$ cat src/rtl/tmds_tx_core.sv
// TMDS transmitter core: three DVI 8b/10b channel encoders, a constant clock-channel word,
// and optional HDMI video preamble / guard band insertion driven by a de look-ahead line.

module tmds_enc #(
   parameter logic [9:0] GUARD_WORD = 10'b1011001100
) (
   input  logic       pclk,
   input  logic       rst_n,
   input  logic [7:0] d_i,
   input  logic       de_i,
   input  logic [1:0] c_i,
   input  logic       guard_i,
   output logic [9:0] dout_o
);

   logic [8:0]        q_m_d, q_m_q;
   logic              de_q;
   logic [1:0]        c_q;
   logic              guard_q;
   logic [3:0]        n1_d, n1_q;
   logic              use_xnor;
   logic [9:0]        dout_d, dout_q;
   logic signed [4:0] cnt_d, cnt_q;
   logic signed [4:0] diff, two_q8, two_nq8;

   // Stage 1: transition-minimising q_m.
   always_comb begin
      n1_d = '0;
      for (int i = 0; i < 8; i++) n1_d = n1_d + 4'(d_i[i]);
      use_xnor = (n1_d > 4'd4) || ((n1_d == 4'd4) && !d_i[0]);
      q_m_d    = '0;
      q_m_d[0] = d_i[0];
      for (int i = 1; i < 8; i++)
         q_m_d[i] = use_xnor ? ~(q_m_d[i-1] ^ d_i[i]) : (q_m_d[i-1] ^ d_i[i]);
      q_m_d[8] = ~use_xnor;
   end

   always_ff @(posedge pclk or negedge rst_n) begin
      if (!rst_n) begin
         q_m_q   <= '0;
         de_q    <= 1'b0;
         c_q     <= 2'b00;
         guard_q <= 1'b0;
      end else begin
         q_m_q   <= q_m_d;
         de_q    <= de_i;
         c_q     <= c_i;
         guard_q <= guard_i;
      end
   end

   // Stage 2: DC balancing; cnt tracks the running ones-minus-zeros of emitted words.
   always_comb begin
      n1_q = '0;
      for (int i = 0; i < 8; i++) n1_q = n1_q + 4'(q_m_q[i]);
      diff    = $signed({n1_q, 1'b0} - 5'd8);
      two_q8  = $signed({3'b000, q_m_q[8], 1'b0});
      two_nq8 = $signed({3'b000, ~q_m_q[8], 1'b0});
      cnt_d   = cnt_q;
      dout_d  = dout_q;
      if (!de_q) begin
         cnt_d = '0;
         if (guard_q) dout_d = GUARD_WORD;
         else begin
            case (c_q)
               2'b00:   dout_d = 10'b1101010100;
               2'b01:   dout_d = 10'b0010101011;
               2'b10:   dout_d = 10'b0101010100;
               default: dout_d = 10'b1010101011;
            endcase
         end
      end else if ((cnt_q == 5'sd0) || (n1_q == 4'd4)) begin
         dout_d = {~q_m_q[8], q_m_q[8], q_m_q[8] ? q_m_q[7:0] : ~q_m_q[7:0]};
         cnt_d  = q_m_q[8] ? (cnt_q + diff) : (cnt_q - diff);
      end else if ((!cnt_q[4] && (n1_q > 4'd4)) || (cnt_q[4] && (n1_q < 4'd4))) begin
         dout_d = {1'b1, q_m_q[8], ~q_m_q[7:0]};
         cnt_d  = cnt_q + two_q8 - diff;
      end else begin
         dout_d = {1'b0, q_m_q[8], q_m_q[7:0]};
         cnt_d  = cnt_q - two_nq8 + diff;
      end
   end

   always_ff @(posedge pclk or negedge rst_n) begin
      if (!rst_n) begin
         dout_q <= '0;
         cnt_q  <= '0;
      end else begin
         dout_q <= dout_d;
         cnt_q  <= cnt_d;
      end
   end

   assign dout_o = dout_q;

endmodule

module tmds_tx_core #(
   parameter bit         HDMI_MODE   = 1'b0,
   parameter logic [9:0] CLK_PATTERN = 10'b1111100000,
   parameter int         LOOKAHEAD   = 10
) (
   input  logic        pclk,
   input  logic        rst_n,
   input  logic [23:0] video_din,
   input  logic        video_hsync,
   input  logic        video_vsync,
   input  logic        video_de,
   output logic [9:0]  tmds_data0,
   output logic [9:0]  tmds_data1,
   output logic [9:0]  tmds_data2,
   output logic [9:0]  tmds_clk,
   output logic        tmds_oen
);

   localparam int D   = HDMI_MODE ? LOOKAHEAD : 0;
   localparam int LAT = 2 + D;
   localparam int OW  = $clog2(LAT + 1);
   localparam logic [2:0][9:0] GUARD_WORDS = {10'b1011001100, 10'b0100110011, 10'b1011001100};

   typedef struct packed {
      logic        de;
      logic        vsync;
      logic        hsync;
      logic [23:0] din;
   } vid_t;

   vid_t            tap;
   logic            guard, preamble;
   logic [2:0][7:0] ch_d;
   logic [2:0][1:0] ch_c;
   logic [2:0][9:0] ch_q;
   logic [OW-1:0]   oen_cnt_d, oen_cnt_q;
   logic            oen_d, oen_q;

   generate
      if (HDMI_MODE) begin : g_hdmi
         vid_t [LOOKAHEAD:1] dl_d, dl_q;
         logic [LOOKAHEAD:0] de_tap;

         always_comb begin
            dl_d[1] = {video_de, video_vsync, video_hsync, video_din};
            for (int k = 2; k <= LOOKAHEAD; k++) dl_d[k] = dl_q[k-1];
            de_tap[0] = video_de;
            for (int k = 1; k <= LOOKAHEAD; k++) de_tap[k] = dl_q[k].de;
         end

         always_ff @(posedge pclk or negedge rst_n) begin
            if (!rst_n) dl_q <= '0;
            else        dl_q <= dl_d;
         end

         // Classification looks ahead from the encoded tap into younger samples.
         assign tap      = dl_q[LOOKAHEAD];
         assign guard    = ~de_tap[LOOKAHEAD] & (de_tap[LOOKAHEAD-1] | de_tap[LOOKAHEAD-2]);
         assign preamble = ~de_tap[LOOKAHEAD] & ~de_tap[LOOKAHEAD-1] & ~de_tap[LOOKAHEAD-2]
                         & (|de_tap[LOOKAHEAD-3:LOOKAHEAD-10]);
      end else begin : g_dvi
         assign tap      = {video_de, video_vsync, video_hsync, video_din};
         assign guard    = 1'b0;
         assign preamble = 1'b0;
      end
   endgenerate

   assign ch_d    = tap.din;
   assign ch_c[0] = {tap.vsync, tap.hsync};
   assign ch_c[1] = {1'b0, preamble};
   assign ch_c[2] = 2'b00;

   for (genvar g = 0; g < 3; g++) begin : g_ch
      tmds_enc #(.GUARD_WORD(GUARD_WORDS[g])) u_enc (
         .pclk    (pclk),
         .rst_n   (rst_n),
         .d_i     (ch_d[g]),
         .de_i    (tap.de),
         .c_i     (ch_c[g]),
         .guard_i (guard),
         .dout_o  (ch_q[g])
      );
   end

   always_comb begin
      oen_cnt_d = oen_cnt_q;
      oen_d     = oen_q;
      if (!oen_q) begin
         if (oen_cnt_q == OW'(LAT - 1)) oen_d = 1'b1;
         else                           oen_cnt_d = oen_cnt_q + OW'(1);
      end
   end

   always_ff @(posedge pclk or negedge rst_n) begin
      if (!rst_n) begin
         oen_cnt_q <= '0;
         oen_q     <= 1'b0;
      end else begin
         oen_cnt_q <= oen_cnt_d;
         oen_q     <= oen_d;
      end
   end

   assign tmds_data0 = ch_q[0];
   assign tmds_data1 = ch_q[1];
   assign tmds_data2 = ch_q[2];
   assign tmds_clk   = CLK_PATTERN;
   assign tmds_oen   = oen_q;

endmodule
$ cat config.mk
export PLATFORM = sky130hd
export DESIGN_NAME = tmds_tx_core
export DESIGN_NICKNAME = d
export VERILOG_FILES = /design/src/rtl/tmds_tx_core.sv
export SDC_FILE = /design/constraint.sdc
export NUM_CORES = 1
export LEC_CHECK = 0
export ABC_AREA = 1
export CORE_MARGIN = 2
export CORE_UTILIZATION = 35
export CTS_BUF_LIST = sky130_fd_sc_hd__clkbuf_8
export DETAILED_ROUTE_END_ITERATION = 7
export PLACE_DENSITY = 0.66
export SLEW_MARGIN = 30
export SYNTH_ARGS = -nofsm -noshare
export SYNTH_HDL_FRONTEND = slang
export SYNTH_HIERARCHICAL = 1
export SYNTH_SLANG_ARGS = --single-unit
export TNS_END_PERCENT = 30
$ cat constraint.sdc
create_clock -name pclk -period 4.3 [get_ports pclk]
set_clock_uncertainty 0.05 [all_clocks]
set_input_delay 0.43 -clock pclk [delete_from_list [all_inputs] [get_ports pclk]]
set_output_delay 0.43 -clock pclk [all_outputs]
set_load 0.01 [all_outputs]
==> results of run 1 <==
[worst min path at each step]
stage,end,cells past startpoint,slack (ns),startpoint
floorplan,g_ch[0].u_enc/c_q[0],0,0.08,rst_n
global placement,g_ch[0].u_enc/dout_o[8],1,0.39,rst_n
detailed placement,g_ch[0].u_enc/dout_o[4],1,0.40,rst_n
CTS,g_ch[0].u_enc/c_q[0],1,0.47,video_hsync
global route,g_ch[0].u_enc/c_q[0],1,0.49,video_hsync
finish,oen_cnt_q[1],2,0.47,oen_cnt_q[1]
[cell usage after synthesis, drive strengths merged]
cell    number  area share
nand3b       6      0.0064
xnor2       14       0.018
nor4         1      0.0018
nor2        33       0.018
o31ai        1      0.0011
ha          76        0.13
clkbuf       2      0.0039
a31oi        1     0.00088
fa          39        0.11
conb         2      0.0011
inv        184       0.098
nand4        1     0.00088
buf         14       0.016
o21bai       1      0.0011
o211ai       3      0.0039
nand2      203        0.12
a21oi       23       0.018
nand3      105       0.082
or2         12       0.011
a22oi        2      0.0021
clkinv       3      0.0016
a211oi       4      0.0042
and2         2      0.0018
dfrtp       84        0.30
o21ai       35       0.025
o22ai        1     0.00088
xor2        17       0.023
[state kept, by name, summed over array words and instances, names as in the netlist]
register,flops
g_ch.u_enc/q_m_q,27
oen_cnt_q,2
g_ch.u_enc/de_q,3
g_ch.u_enc/c_q,6
g_ch.u_enc/dout_o,30
tmds_oen,1
g_ch.u_enc/cnt_q,12
g_ch.u_enc/guard_q,3
[logic make-up (layout without fill, tap and decap cells)]
group,after synthesis,count (layout)
other cells,2,17
buf+inv,203,313
xor+xnor,31,31
fa+ha+maj,115,115
flops,84,84
simple gates,363,363
compound gates,71,71
[final cells by class]
type / instances / area (um^2)
Fill cell: 2011 / 11200
Multi-Input combinational cell: 597 / 4490
Sequential cell: 84 / 2100
Tap cell: 270 / 338
Clock inverter: 7 / 115
Clock buffer: 9 / 124
Timing Repair Buffer: 110 / 996
Inverter: 187 / 707
[layer usage]
metal	GRT usage	wire length (um)	up-vias
met4	0.0539	278	0
li1	-	-	2909
met5	0	0	-
met3	0.0244	574	20
met1	0.193	6880	2661
met2	0.239	7030	117
[through the flow]
| step | hold WS [ns] | instances |
|---|---|---|
| 3_5_place_dp | 0.401 | 1237 |
| 5_1_grt | 0.487 | 1264 |
| 6_report | 0.465 | 1264 |
| 4_1_cts | 0.469 | 1256 |
| 2_1_floorplan | 0.0844 | 884 |
| 3_3_place_gp | 0.395 | 1237 |
[worst min-delay path: stages, from the launching register on]
cell and delay, ns:
dfrtp_1 0.35, o21ai_0 0.08, nand2_1 0.06
[repair_timing]
item                                    CTS  global route
pin swaps                                 8            41
hold endpoints to repair                 34             0
hold buffers                              1             0
buffers inserted                          2             9
endpoints found under the setup margin    8            38
gates resized for setup                  22            62
==> impl_metrics.py, run 1 <==
metrics = {
    "outcome": {
        "outcome": "finished with violations",
        "violations": "negative setup slack",
    },
    "logic_synthesis": {
        "ys_ff_latch": 84,
        "synth-adder-area-share": 0.245,
        "synth-simple-area-share": 0.239,
        "ys_warn_count": 6,
        "muxShareOfSynthArea": 0,
        "synth_xor_xnor_area_share": 0.0415,
        "syn_inst": 869,
        "synth_cell_types": 45,
        "syn-cell-area_um2": 7080,
        "synth_top_family_by_area": "adder cells",
        "synth-compound-area-share": 0.0573,
        "synth.avg_cell_area_um2": 8.14,
        "yosysSeqAreaShare": 0.297,
    },
    "placed_design": {
        "pre_cts_ws_ns": -0.145,
        "port_buffers": 59,
        "dpl-instance-area_um2": 8230,
        "place.gp.congestion": 0.860,
        "dpl.hpwl_mm": 11.6,
    },
    "grt": {
        "grt_overflow": 0,
        "antenna_found_initial": 0,
        "grt_max_degree": 46,
        "grt.total_usage": 0.145,
        "grt_pass1_wl_mm": 25.6,
        "grt_pass1_vias": 5586,
    },
    "layout": {
        "final_common_cell": "nand2_1",
        "final_cell_mix": "178 x nand2_1, 165 x inv_1, 95 x nand3_1, 84 x dfrtp_1, 59 x ha_1",
        "post-route-util": 0.443,
        "fin_area_um2": 8880,
        "n_antenna_cell": 0,
        "syn2layout_area_growth_pct": 25.4,
        "layout-drive-gt1-share": 0.184,
        "nets": 1133,
    },
    "clock_tree": {
        "cts_tree": "built",
        "root_buffer": "clkbuf_8",
        "clk_latency_ns": 0.38,
        "numCtsBuffers": 9,
        "cts_max_level": 3,
        "cts.clk_slew.worst_paths_ns": 0.09,
        "ctsLongestPathBuffers": 2,
        "cts_sinks": 84,
    },
    "sta": {
        "relSlewSlack": 0.618,
        "timing.final.crit_share": 1.01,
        "finalHoldViolCount": 0,
        "timing.final.crit_period_ns": 4.36,
        "fmax_ghz": 0.229,
        "rsz0062_at_grt": "yes",
        "setup_tns_ns": -0.109,
        "finalSetupViolations": 2,
        "slew_viol_final": 0,
        "setup_slack_ns": -0.0620,
        "tightest_slew_ns": 0.573,
    },
    "die": {
        "row_count": 52,
        "die_h_um": 146,
        "core_area_um2": 20000,
        "pin_count": 70,
        "die-area_um2": 21400,
        "die_w_um": 146,
        "start_util": 0.353,
    },
    "critical_path": {
        "critPathCaptureType": "register",
        "crit_buf_inv": 4,
        "reg2reg_to": "g_ch[2].u_enc/cnt_q[4]",
        "crit_family": "adder cells",
        "slowest_delay_ns": 0.54,
        "required_ns": 4.56,
        "critPathCapture": "g_ch[2].u_enc/cnt_q[4]",
        "r2r_start": "g_ch[2].u_enc/q_m_q[3]",
        "critical_path.startpoint": "g_ch[2].u_enc/q_m_q[3]",
        "worst_path_max_delay_cell": "fa_1",
        "criticalPathCategory": "register to register",
        "start_kind": "register",
        "cp.depth": 22,
        "crit_fanout": 3,
        "critPathArrivalTime_ns": 4.63,
        "cp_cell_sequence": "fa_1, inv_1, fa_1, fa_1, inv_1, ha_2, inv_2, fa_2, ha_4, nor2_2, xor2_1, inv_1, ha_4, nand2_2, nor2_2, a211oi_2, or2_1, nand2_1, nand2_1, nand3_1, nand2_1, nor2_1",
        "r2r_slack_ns": -0.06,
        "ff2ff_path_depth": 22,
    },
    "flow_run": {
        "cap_violations": 0,
    },
    "drt": {
        "first_iter_violations": 242,
        "routed_wl_mm": 14.8,
        "firstDrtPassIters": 7,
        "antenna_left": 0,
        "drcViolationCount": 0,
        "vias": 5707,
        "wl_per_cell_um": 11.7,
        "via_per_inst": 4.52,
    },
    "worst_hold_path": {
        "hold_class": "register to register",
    },
}
Power of run 1 is not shown: default switching activity piles up to over one toggle a cycle in this logic, so the estimate is an artifact.
==> inputs of run 2 (changes only) <==
==> constraint.sdc (replaced) <==
create_clock -name pclk -period 4.3 [get_ports pclk]
set_clock_uncertainty 0.05 [all_clocks]
set_input_delay 0.645 -clock pclk [delete_from_list [all_inputs] [get_ports pclk]]
set_output_delay 0.645 -clock pclk [all_outputs]
set_load 0.01 [all_outputs]
==> run 2 against run 1 <==
Effect of this change: the flow still finishes with violations (negative setup slack); flip-flop and latch count stayed put; maximum frequency is 0.27% lower; via count is 0.93% higher; register-to-register slack hardly changed; routed wire length is 3.0% higher; critical path depth stayed put.
==> impl_metrics.py, run 2 (same netlist as run 1, synthesis figures left out) <==
metrics = {
    "die": {
        "die_w_um": 146,
        "pin_count": 70,
        "row_count": 52,
        "die_h_um": 146,
        "start_util": 0.353,
        "die-area_um2": 21400,
        "core_area_um2": 20000,
    },
    "critical_path": {
        "critPathArrivalTime_ns": 4.63,
        "slowest_delay_ns": 0.60,
        "worst_path_max_delay_cell": "fa_2",
        "cp_cell_sequence": "fa_1, inv_1, fa_1, fa_1, inv_1, ha_2, inv_2, fa_2, ha_4, nor2_4, xor2_1, inv_1, ha_4, nand2_2, nor2_2, a211oi_2, or2_1, nand2_1, nand2_2, nand3_2, nand2_1, nor2_1",
        "r2r_start": "g_ch[1].u_enc/q_m_q[0]",
        "required_ns": 4.56,
        "crit_fanout": 3,
        "crit_buf_inv": 4,
        "critical_path.startpoint": "g_ch[1].u_enc/q_m_q[0]",
        "critPathCaptureType": "register",
        "start_kind": "register",
        "crit_family": "adder cells",
        "criticalPathCategory": "register to register",
    },
    "clock_tree": {
        "cts_sinks": 84,
        "numCtsBuffers": 9,
        "cts_hold_buf": 0,
        "clk_latency_ns": 0.37,
        "cts_tree": "built",
        "root_buffer": "clkbuf_8",
        "cts.clk_slew.worst_paths_ns": 0.09,
        "cts_max_level": 3,
        "ctsLongestPathBuffers": 2,
    },
    "drt": {
        "firstDrtPassIters": 6,
        "wl_per_cell_um": 11.8,
        "via_per_inst": 4.48,
        "drcViolationCount": 0,
        "vias": 5760,
        "antenna_left": 0,
        "routed_wl_mm": 15.2,
        "first_iter_violations": 328,
    },
    "placed_design": {
        "dpl.hpwl_mm": 11.8,
        "port_buffers": 59,
        "dpl-instance-area_um2": 8420,
        "place.gp.congestion": 0.845,
        "pre_cts_ws_ns": -0.196,
    },
    "sta": {
        "setup_slack_ns": -0.0740,
        "rsz0062_at_grt": "yes",
        "finalHoldViolCount": 0,
        "slew_viol_final": 0,
        "finalSetupViolations": 4,
        "timing.final.crit_share": 1.02,
        "setup_tns_ns": -0.219,
        "tightest_slew_ns": 0.793,
        "timing.final.crit_period_ns": 4.37,
        "relSlewSlack": 0.471,
        "fmax_ghz": 0.229,
    },
    "layout": {
        "final_common_cell": "nand2_1",
        "post-route-util": 0.456,
        "fin_area_um2": 9130,
        "fillCellCount": 1937,
        "largest_reg_flops": 30,
        "final_cell_mix": "176 x nand2_1, 163 x inv_1, 91 x nand3_1, 84 x dfrtp_1, 69 x buf_4",
        "n_antenna_cell": 0,
        "nets": 1155,
        "layout-drive-gt1-share": 0.211,
        "syn2layout_area_growth_pct": 29.0,
    },
    "grt": {
        "grt_overflow": 0,
        "antenna_found_initial": 0,
        "grt_max_degree": 63,
        "grt_pass1_vias": 5579,
        "grt.total_usage": 0.145,
        "grt_pass1_wl_mm": 25.5,
    },
    "outcome": {
        "outcome": "finished with violations",
        "violations": "negative setup slack",
    },
    "flow_run": {
        "cap_violations": 0,
    },
    "worst_hold_path": {
        "hold_class": "primary input to async pin",
    },
}
run 2: cell count changes in the layout (fill, tap and decap cells not counted), moves of 3 or more:
cell     change
nand3_1      -4
a21oi_2      +5
nor2_1       +3
nand3_2      +4
a21oi_1      -5
buf_4       +24
nor2_2       -5
run 2: per-layer routing:
layer | track usage | share of wire
met4 | 0.0413 | 0.013
met1 | 0.189 | 0.46
met2 | 0.249 | 0.49
met3 | 0.0231 | 0.031
met5 | 0 | 0
run 2: layout make-up:
cell class                 instances  area (um^2)  area share
tap                              270          338      0.0370
inverter                         187          709      0.0777
clock buffer                      10          138      0.0151
timing repair buffer             132         1150       0.127
clock inverter                     6          119      0.0130
multi-input combinational        597         4570       0.500
sequential                        84         2100       0.230
run 2: path summary, 6_finish.rpt:
check | end | slack, ns | cells after the start
worst max-delay path | g_ch[1].u_enc/cnt_q[4] | -0.07 | 22
worst min-delay path | g_ch[1].u_enc/dout_o[8] | 0.31 | 1
worst max register to register | g_ch[1].u_enc/cnt_q[4] | -0.07 | 22
worst min register to register | oen_cnt_q[1] | 0.47 | 2
max in group asynchronous | g_ch[2].u_enc/q_m_q[5] | 3.08 | 2
min in group pclk | oen_cnt_q[1] | 0.47 | 2
run 2: per-stage QoR:
| step | std cells | hold slack [ns] |
|---|---|---|
| 2_1_floorplan | 884 | 0.299 |
| 3_3_place_gp | 1263 | 0.436 |
| 3_5_place_dp | 1263 | 0.453 |
| 4_1_cts | 1280 | 0.336 |
| 5_1_grt | 1286 | 0.363 |
| 6_report | 1286 | 0.307 |
run 2: what timing repair did:
action                                  in CTS  in global routing
pin swaps                                    2                 30
buffers inserted                             1                  5
endpoints found under the setup margin       8                 35
gates resized for setup                     19                 76
cloned                                       0                  1
Power of run 2 is left out for the same reason.
